## config.mk

```make
export PLATFORM = sky130hd
export DESIGN_NAME = shift_reg_unit_flat
export DESIGN_NICKNAME = d
export VERILOG_FILES = /design/src/rtl/shift_reg_unit_if.sv /design/src/rtl/shift_reg_unit.sv /design/src/flat_wrapper.sv
export SDC_FILE = /design/constraint.sdc
export NUM_CORES = 1
export LEC_CHECK = 0
export CORE_MARGIN = 4
export CORE_UTILIZATION = 30
export DETAILED_ROUTE_END_ITERATION = 10
export PLACE_DENSITY = 0.51
export SLEW_MARGIN = 20
export SYNTH_ARGS = -nofsm -noshare
export SYNTH_HDL_FRONTEND = slang
export SYNTH_SLANG_ARGS = --single-unit
```

## constraint.sdc

```tcl
create_clock -name clk -period 3.8 [get_ports clk]
set_input_delay 0.76 -clock clk [delete_from_list [all_inputs] [get_ports clk]]
set_output_delay 0.76 -clock clk [all_outputs]
set_load 0.05 [all_outputs]
```

## src/rtl/shift_reg_unit_if.sv

```systemverilog
// Bus bundle for shift_reg_unit: command/data inputs and register/status outputs.
// Master drives commands; slave (the register) returns contents and status.
interface shift_reg_unit_if #(
  parameter int WIDTH = 8,
  parameter int CNT_W = 4
);
  logic             en;
  logic [2:0]       mode;
  logic [WIDTH-1:0] data;
  logic             ser_in;
  logic             start;
  logic [CNT_W-1:0] amount;
  logic [WIDTH-1:0] q;
  logic             ser_out;
  logic             busy;
  logic             done;

  modport master (
    output en, mode, data, ser_in, start, amount,
    input  q, ser_out, busy, done
  );

  modport slave (
    input  en, mode, data, ser_in, start, amount,
    output q, ser_out, busy, done
  );
endinterface

```

## src/rtl/shift_reg_unit.sv

```systemverilog
// Universal shift register: hold/load/shift/rotate/clear/asr single steps
// plus a multi-cycle "shift by N" command with busy/done handshake.
module shift_reg_unit #(
  parameter int WIDTH = 8,
  parameter int CNT_W = 4
) (
  input  logic clk,
  input  logic reset,
  shift_reg_unit_if.slave bus
);

  typedef enum logic {IDLE, RUN} state_t;

  state_t           state, state_nx;
  logic [WIDTH-1:0] q_r, q_nx;
  logic             so_r, so_nx;
  logic [CNT_W-1:0] cnt, cnt_nx;
  logic [2:0]       rmode, rmode_nx;
  logic             busy_r, busy_nx;
  logic             done_r, done_nx;

  logic [2:0]       op;
  logic [WIDTH-1:0] sq;
  logic             sso;

  // One step of the selected op; RUN uses the latched mode.
  assign op = (state == RUN) ? rmode : bus.mode;

  always_comb begin
    sq  = q_r;
    sso = so_r;
    case (op)
      3'b000: sq = q_r;
      3'b001: sq = bus.data;
      3'b010: begin
        sq  = {q_r[WIDTH-2:0], bus.ser_in};
        sso = q_r[WIDTH-1];
      end
      3'b011: begin
        sq  = {bus.ser_in, q_r[WIDTH-1:1]};
        sso = q_r[0];
      end
      3'b100: begin
        sq  = {q_r[WIDTH-2:0], q_r[WIDTH-1]};
        sso = q_r[WIDTH-1];
      end
      3'b101: begin
        sq  = {q_r[0], q_r[WIDTH-1:1]};
        sso = q_r[0];
      end
      3'b110: sq = '0;
      default: begin
        sq  = {q_r[WIDTH-1], q_r[WIDTH-1:1]};
        sso = q_r[0];
      end
    endcase
  end

  always_comb begin
    state_nx = state;
    q_nx     = q_r;
    so_nx    = so_r;
    cnt_nx   = cnt;
    rmode_nx = rmode;
    busy_nx  = busy_r;
    done_nx  = 1'b0;
    unique case (state)
      IDLE: begin
        priority case (1'b1)
          bus.start: begin
            rmode_nx = bus.mode;
            if (bus.amount == '0) begin
              done_nx = 1'b1;
            end else begin
              cnt_nx   = bus.amount;
              busy_nx  = 1'b1;
              state_nx = RUN;
            end
          end
          bus.en: begin
            q_nx  = sq;
            so_nx = sso;
          end
          default: ;
        endcase
      end
      RUN: begin
        q_nx   = sq;
        so_nx  = sso;
        cnt_nx = cnt - CNT_W'(1);
        if (cnt == CNT_W'(1)) begin
          state_nx = IDLE;
          busy_nx  = 1'b0;
          done_nx  = 1'b1;
        end
      end
      default: state_nx = IDLE;
    endcase
  end

  always_ff @(posedge clk) begin
    if (reset) begin
      state  <= IDLE;
      q_r    <= '0;
      so_r   <= 1'b0;
      cnt    <= '0;
      rmode  <= 3'b000;
      busy_r <= 1'b0;
      done_r <= 1'b0;
    end else begin
      state  <= state_nx;
      q_r    <= q_nx;
      so_r   <= so_nx;
      cnt    <= cnt_nx;
      rmode  <= rmode_nx;
      busy_r <= busy_nx;
      done_r <= done_nx;
    end
  end

  assign bus.q       = q_r;
  assign bus.ser_out = so_r;
  assign bus.busy    = busy_r;
  assign bus.done    = done_r;

endmodule
```

## src/flat_wrapper.sv

```systemverilog
// flat-port wrapper written by rule: the top's interface ports become plain ports
module shift_reg_unit_flat 
#(
  parameter int WIDTH = 8,
  parameter int CNT_W = 4
)
  (clk, reset, bus_en, bus_mode, bus_data, bus_ser_in, bus_start, bus_amount, bus_q, bus_ser_out, bus_busy, bus_done);
  shift_reg_unit_if #(.WIDTH(WIDTH), .CNT_W(CNT_W)) bus_i ();
  input  logic clk;
  input  logic reset;
  input wire logic [$bits(bus_i.en)-1:0] bus_en;
  input wire logic [$bits(bus_i.mode)-1:0] bus_mode;
  input wire logic [$bits(bus_i.data)-1:0] bus_data;
  input wire logic [$bits(bus_i.ser_in)-1:0] bus_ser_in;
  input wire logic [$bits(bus_i.start)-1:0] bus_start;
  input wire logic [$bits(bus_i.amount)-1:0] bus_amount;
  output wire logic [$bits(bus_i.q)-1:0] bus_q;
  output wire logic [$bits(bus_i.ser_out)-1:0] bus_ser_out;
  output wire logic [$bits(bus_i.busy)-1:0] bus_busy;
  output wire logic [$bits(bus_i.done)-1:0] bus_done;
  assign bus_i.en = bus_en;
  assign bus_i.mode = bus_mode;
  assign bus_i.data = bus_data;
  assign bus_i.ser_in = bus_ser_in;
  assign bus_i.start = bus_start;
  assign bus_i.amount = bus_amount;
  assign bus_q = bus_i.q;
  assign bus_ser_out = bus_i.ser_out;
  assign bus_busy = bus_i.busy;
  assign bus_done = bus_i.done;
  shift_reg_unit #(.WIDTH(WIDTH), .CNT_W(CNT_W)) u_core (.clk(clk), .reset(reset), .bus(bus_i));
endmodule
```

==> flow_metrics.py, run 1 <==
metrics = {
    "run_status": {
        "status": "finished clean",
    },
    "routing": {
        "via_per_inst": 5.72,
        "vias": 1391,
        "wire_per_inst_microns": 16.6,
        "routed_wl_microns": 4030,
        "drt_iter0_drc": 66,
        "drc": 0,
        "detail_route.first_pass.iterations": 4,
        "ant_nets": 0,
    },
    "layout": {
        "seq_area_sq_um": 380,
        "num-fill-cells": 458,
        "nNetsFinal": 214,
        "final_common_cell": "clkdlybuf4s50_1",
        "final_cell_area_sq_um": 1770,
        "final_util_pct": 39.9,
        "syn2layout_area_growth_pct": 26.2,
        "drive_gt1_share_pct": 7.85,
        "antenna_cells": 0,
        "multi_input_area_sq_um": 946,
        "mostFrequentLayoutCells": "30 x clkdlybuf4s50_1, 19 x dfxtp_1, 13 x nor2_1",
    },
    "timing": {
        "period_needed_ns": 2.34,
        "slew_headroom_pct": 42.4,
        "finalSetupViolCount": 0,
        "finClkSkew_ns": 0.00148,
        "hold_viol_final": 0,
        "tightest_slew_ns": 0.863,
        "tns_ns": 0,
        "fmax_ghz": 0.427,
        "final_max_slew_viol_count": 0,
        "rsz0062_at_grt": "no",
        "period_share_pct": 61.7,
    },
    "clock_network": {
        "cts.clk_slew.worst_paths_ns": 0.08,
        "cts_buffers": 3,
        "clock_sinks": 19,
        "tritoncts": "yes",
        "clk-insertion-delay-late_ns": 0.26,
        "htree_levels": 1,
        "holdBufCountCts": 0,
        "clk_path_buf_depth": 2,
        "ctsResizeCount": 0,
        "cts-root-buf": "clkbuf_8",
        "postCtsSetupBuffers": 0,
    },
    "power_and_ir_drop": {
        "p_per_area_nw_per_um2": 379,
        "leakagePower_nw": 0.593,
        "max-vdd-ir-drop_uv": 124,
    },
    "worst_setup_path": {
        "slowest_stage": "clkdlybuf4s50_1",
        "cp.required_ns": 3.04,
        "max_stage_delay_ns": 0.86,
        "worstPathMaxFanout": 6,
        "cp.buffers_inverters": 1,
        "end_kind": "output pin",
        "path_cells": "clkdlybuf4s50_1",
        "cp-start-kind": "flop",
        "crit_type": "reg2out",
        "crit_arrival_ns": 1.58,
        "cp_top_family": "buffers and inverters",
    },
    "grt": {
        "grt_pass1_wl_microns": 6980,
        "first_global_vias": 1445,
        "grt_max_degree": 20,
        "track_usage_pct": 14.4,
        "grt-ovfl-total": 0,
        "antenna_found_initial": 0,
    },
    "placement": {
        "dp_hpwl_microns": 3050,
        "place_congestion": 0.810,
        "port_buffers": 30,
        "place_area_sq_um": 1730,
    },
    "synthesis": {
        "synth.avg_cell_area_sq_um": 8.46,
        "syn_area_sq_um": 1400,
        "synth_area_leaders": "dfxtp_1 27%, o211ai_1 6.4%, mux2i_4 4.8%",
        "ys_seq_area_share_pct": 27.1,
        "yosys.area.top_type": "dfxtp_1",
        "ys_warn_count": 0,
        "synth_fp_nets": 188,
        "syn-instance-count": 166,
        "synth_seq_cells": 19,
        "netlist.area_leader.share_pct": 27.1,
        "netlist-cell-type-count": 41,
    },
    "flow_run": {
        "maxCapViolCount": 0,
    },
    "floorplan": {
        "dieWidth_microns": 76.4,
        "dieHeight_microns": 76.4,
        "core_sq_um": 4440,
        "initial_core_util_pct": 31.6,
        "num_rows": 24,
        "dieArea_sq_um": 5840,
        "ioPinCount": 31,
    },
    "worst_hold_path": {
        "hold_class": "reg2reg",
    },
}
==> area by class of cell <==
class / instances / area share, %
clock buffers: 3 / 2.33
clock inverters: 1 / 0.282
inverters: 7 / 1.48
multi-input cells: 130 / 53.4
flip-flops and latches: 19 / 21.5
well taps: 52 / 3.67
repair buffers: 31 / 17.4
==> power breakdown <==
part	switching, mW	total (mW)	internal [mW]
logic	0.149	0.262	0.113
registers	0.0390	0.260	0.221
clock network	0.0757	0.149	0.0731
total	0.263	0.671	0.407
==> worst paths after layout <==
| path | startpoint | to | slack [ns] | cells after the start |
|---|---|---|---|---|
| worst max-delay path | u_core.bus.q[1] | bus_q[1] | 1.46 | 1 |
| worst min-delay path | u_core.bus.busy | u_core.bus.busy | 0.46 | 2 |
| worst max register to register | u_core.state | u_core.bus.q[7] | 1.54 | 4 |
| worst min register to register | u_core.bus.busy | u_core.bus.busy | 0.46 | 2 |
==> cell families (layout without fill, tap and decap cells) <==
logic type	after synthesis	count (layout)	synth area share [%]
flops	19	19	27.1
compound gates	52	52	28.6
buf+inv	17	42	5.52
simple gates	59	59	21.7
mux	10	10	10.3
fa+ha+maj	8	8	6.06
xor+xnor	1	1	0.624
==> stage by stage <==
| stage | total power, mW | setup slack, ns | instances | hold slack, ns |
|---|---|---|---|---|
| 2_1_floorplan | 0.442 | 1.96 | 166 | 0.465 |
| 3_3_place_gp | 0.523 | 1.25 | 239 | 0.448 |
| 3_5_place_dp | 0.527 | 1.23 | 239 | 0.447 |
| 4_1_cts | 0.680 | 1.43 | 243 | 0.461 |
| 5_1_grt | 0.713 | 1.37 | 243 | 0.490 |
| 6_report | 0.671 | 1.46 | 243 | 0.457 |
==> cells in the mapped netlist <==
| library cell | number |
|---|---|
| a21o_1 | 1 |
| mux2_4 | 1 |
| a32oi_4 | 1 |
| nor4_1 | 3 |
| nor2_1 | 13 |
| a21oi_1 | 12 |
| inv_1 | 6 |
| nand2b_1 | 9 |
| and2_1 | 1 |
| clkbuf_1 | 4 |
| nand2_1 | 5 |
| nor3_1 | 4 |
| nor2_2 | 1 |
| o41ai_1 | 1 |
| xnor2_1 | 1 |
| dfxtp_1 | 19 |
| buf_6 | 1 |
| o21ba_1 | 1 |
| and3_1 | 2 |
| o31a_1 | 2 |
| nand3_1 | 11 |
| buf_2 | 5 |
| a211oi_1 | 6 |
| o211ai_1 | 12 |
| a21bo_1 | 1 |
| nor2b_1 | 7 |
| or3_1 | 2 |
| mux2i_4 | 3 |
| a311oi_1 | 7 |
| a311oi_2 | 1 |
| ha_1 | 2 |
| a22o_1 | 1 |
| mux2_2 | 2 |
| inv_2 | 1 |
| a22oi_1 | 1 |
| mux2i_1 | 4 |
| o21ai_0 | 3 |
| maj3_1 | 6 |
| nand4_1 | 1 |
| a41oi_1 | 1 |
| o311ai_0 | 1 |
==> sequential cells by signal (all words and copies together), names as in the netlist <==
name                flops
u_core.state            1
u_core.bus.done         1
u_core.cnt              4
u_core.bus.busy         1
u_core.bus.ser_out      1
u_core.bus.q            8
u_core.rmode            3
==> routing by layer <==
layer	GRT usage, %	wire (microns)	vias up
met5	0	0	-
met1	16.6	1830	679
li1	-	-	685
met2	25.9	2050	21
met3	2.13	81	6
met4	6.52	70	0
Power figures use the tool's default switching activity.
==> inputs of run 2 (changes only) <==
- PLACE_DENSITY: 0.51 -> 0.53
- clock period: 3.8 -> 2.13 ns (I/O delays scaled with it)
==> run 2 against run 1 <==
  * Design area is 4.9% higher
  * Global-route usage is 0.86 points lower
  * Combinational power is 93% higher
  * Sequential power is 74% higher
  * Clock power is 72% higher
  * Setup slack worse by 1.3 ns
  * Via count is 1.4% higher
  * Non-clock buffer count is 10 higher
  * Sequential share of layout area is 1.0 points lower
  * Highest routed layer unchanged
==> flow_metrics.py, run 2 (synthesis results as in run 1) <==
metrics = {
    "power_and_ir_drop": {
        "max-vdd-ir-drop_uv": 209,
        "p_comb_share_pct": 41.6,
        "p_per_area_nw_per_um2": 652,
        "leakagePower_nw": 0.645,
        "power.total_mw": 1.21,
        "netSwitchingFraction_pct": 38.2,
        "intPower_uw": 749,
        "seq_power_share_pct": 37.2,
        "switching_power_uw": 464,
        "power_frac_clock_pct": 21.2,
    },
    "timing": {
        "tightest_slew_ns": 0.502,
        "hold_viol_final": 0,
        "fmax_ghz": 0.500,
        "fin_hold_ws_ns": 0.462,
        "finClkSkew_ns": 0.00410,
        "period_needed_ns": 2.00,
        "period_share_pct": 94.0,
        "slew_headroom_pct": 66.4,
        "rsz0062_at_grt": "no",
        "final_max_slew_viol_count": 0,
        "tns_ns": 0,
        "finalSetupViolCount": 0,
    },
    "routing": {
        "ant_nets": 0,
        "routed_wl_microns": 3960,
        "vias": 1410,
        "wire_per_inst_microns": 15.7,
        "drc": 0,
        "drt_iter0_drc": 56,
        "detail_route.first_pass.iterations": 4,
        "via_per_inst": 5.57,
    },
    "worst_hold_path": {
        "hold_start": "u_core.bus.busy",
        "whs_endpoint": "u_core.bus.busy",
        "hold_depth": 2,
        "hold_class": "reg2reg",
    },
    "layout": {
        "largest_reg_flops": 8,
        "nNetsFinal": 224,
        "antenna_cells": 0,
        "drive_gt1_share_pct": 12.4,
        "final_common_cell": "clkdlybuf4s50_1",
        "syn2layout_area_growth_pct": 32.4,
        "mostFrequentLayoutCells": "30 x clkdlybuf4s50_1, 19 x dfxtp_1, 13 x nor2_1",
        "final_cell_area_sq_um": 1860,
    },
    "clock_network": {
        "cts_buffers": 3,
        "tritoncts": "yes",
        "ctsResizeCount": 0,
        "postCtsSetupBuffers": 0,
        "clk-insertion-delay-late_ns": 0.26,
        "clk_path_buf_depth": 2,
        "cts-root-buf": "clkbuf_8",
        "clock_sinks": 19,
        "htree_levels": 1,
        "holdBufCountCts": 0,
        "cts.clk_slew.worst_paths_ns": 0.08,
    },
    "worst_setup_path": {
        "cp.required_ns": 1.70,
        "path_cells": "clkdlybuf4s50_1",
        "cp-start-kind": "flop",
        "cp_top_family": "buffers and inverters",
        "max_stage_delay_ns": 0.86,
        "end_kind": "output pin",
        "worstRegToRegCells": 5,
        "cp.buffers_inverters": 1,
        "r2r-end": "u_core.bus.q[7]",
        "slowest_stage": "clkdlybuf4s50_1",
        "worstPathMaxFanout": 7,
        "crit_type": "reg2out",
        "r2r-start": "u_core.state",
        "crit_arrival_ns": 1.58,
        "ff2ff_setup_slack_ns": 0.39,
    },
    "placement": {
        "port_buffers": 30,
        "place_congestion": 0.819,
        "place_area_sq_um": 1810,
        "dp_hpwl_microns": 2970,
    },
    "flow_run": {
        "maxCapViolCount": 0,
    },
    "floorplan": {
        "initial_core_util_pct": 31.6,
        "num_rows": 24,
        "core_sq_um": 4440,
        "dieWidth_microns": 76.4,
        "dieArea_sq_um": 5840,
        "ioPinCount": 31,
        "dieHeight_microns": 76.4,
    },
    "grt": {
        "grt_pass1_wl_microns": 6500,
        "track_usage_pct": 13.5,
        "first_global_vias": 1347,
        "antenna_found_initial": 0,
        "grt-ovfl-total": 0,
        "grt_max_degree": 28,
    },
    "run_status": {
        "status": "finished clean",
    },
}
==> run 2: changes by cell type in the layout (fill, tap and decap cells not counted) <==
cell	before	now
buf_12	0	1
buf_4	1	10
==> run 2: routing by layer <==
| layer | vias up | track usage [%] | wire length (microns) | share of wire [%] |
|---|---|---|---|---|
| met3 | 2 | 1.65 | 137 | 3.5 |
| met1 | 677 | 17.6 | 1820 | 46 |
| met4 | 0 | 5.62 | 39 | 0.98 |
| met5 | - | 0 | 0 | 0 |
| met2 | 29 | 22.4 | 1960 | 49 |
| li1 | 702 | - | - | - |
==> run 2: metrics by stage <==
stage	util [%]	instances	setup WS (ns)
floorplan	-	166	0.621
global placement	40.8	249	0.0534
detailed placement	40.8	249	0.0104
CTS	41.8	253	0.115
global route	41.8	253	0.0620
finish	41.8	253	0.128
==> run 2: power by group through the flow <==
| stage | Clock, mW | Sequential, mW | Combinational, mW |
|---|---|---|---|
| finish | 0.257 | 0.452 | 0.505 |
| floorplan | 0 | 0.526 | 0.262 |
| CTS | 0.270 | 0.452 | 0.509 |
| detailed placement | 0 | 0.460 | 0.507 |
| global route | 0.282 | 0.459 | 0.547 |
| global placement | 0 | 0.458 | 0.499 |
==> run 2: worst reg2reg max path: stages (launching register included) <==
cell	delay [ns]
dfxtp_1	0.37
buf_12	0.20
mux2_4	0.36
xnor2_1	0.32
nand3_1	0.14
a311oi_2	0.26
==> run 2: area by class of cell <==
class / count / area (sq um)
multi-input cells: 130 / 946
flip-flops and latches: 19 / 380
clock buffers: 3 / 41.3
clock inverters: 1 / 5.00
well taps: 52 / 65.1
repair buffers: 41 / 395
fillers: 449 / 2580
inverters: 7 / 26.3
==> run 2: worst max path at each step <==
stage	start	end	slack [ns]	cells after the start
after global placement	bus_mode[1]	u_core.bus.q[7]	0.05	5
final	u_core.bus.q[0]	bus_q[0]	0.13	1
after detailed placement	bus_mode[1]	u_core.bus.q[7]	0.01	5
after CTS	u_core.bus.q[0]	bus_q[0]	0.12	1
after floorplan	bus_start	u_core.bus.q[7]	0.62	5
after global routing	u_core.bus.q[0]	bus_q[0]	0.06	1
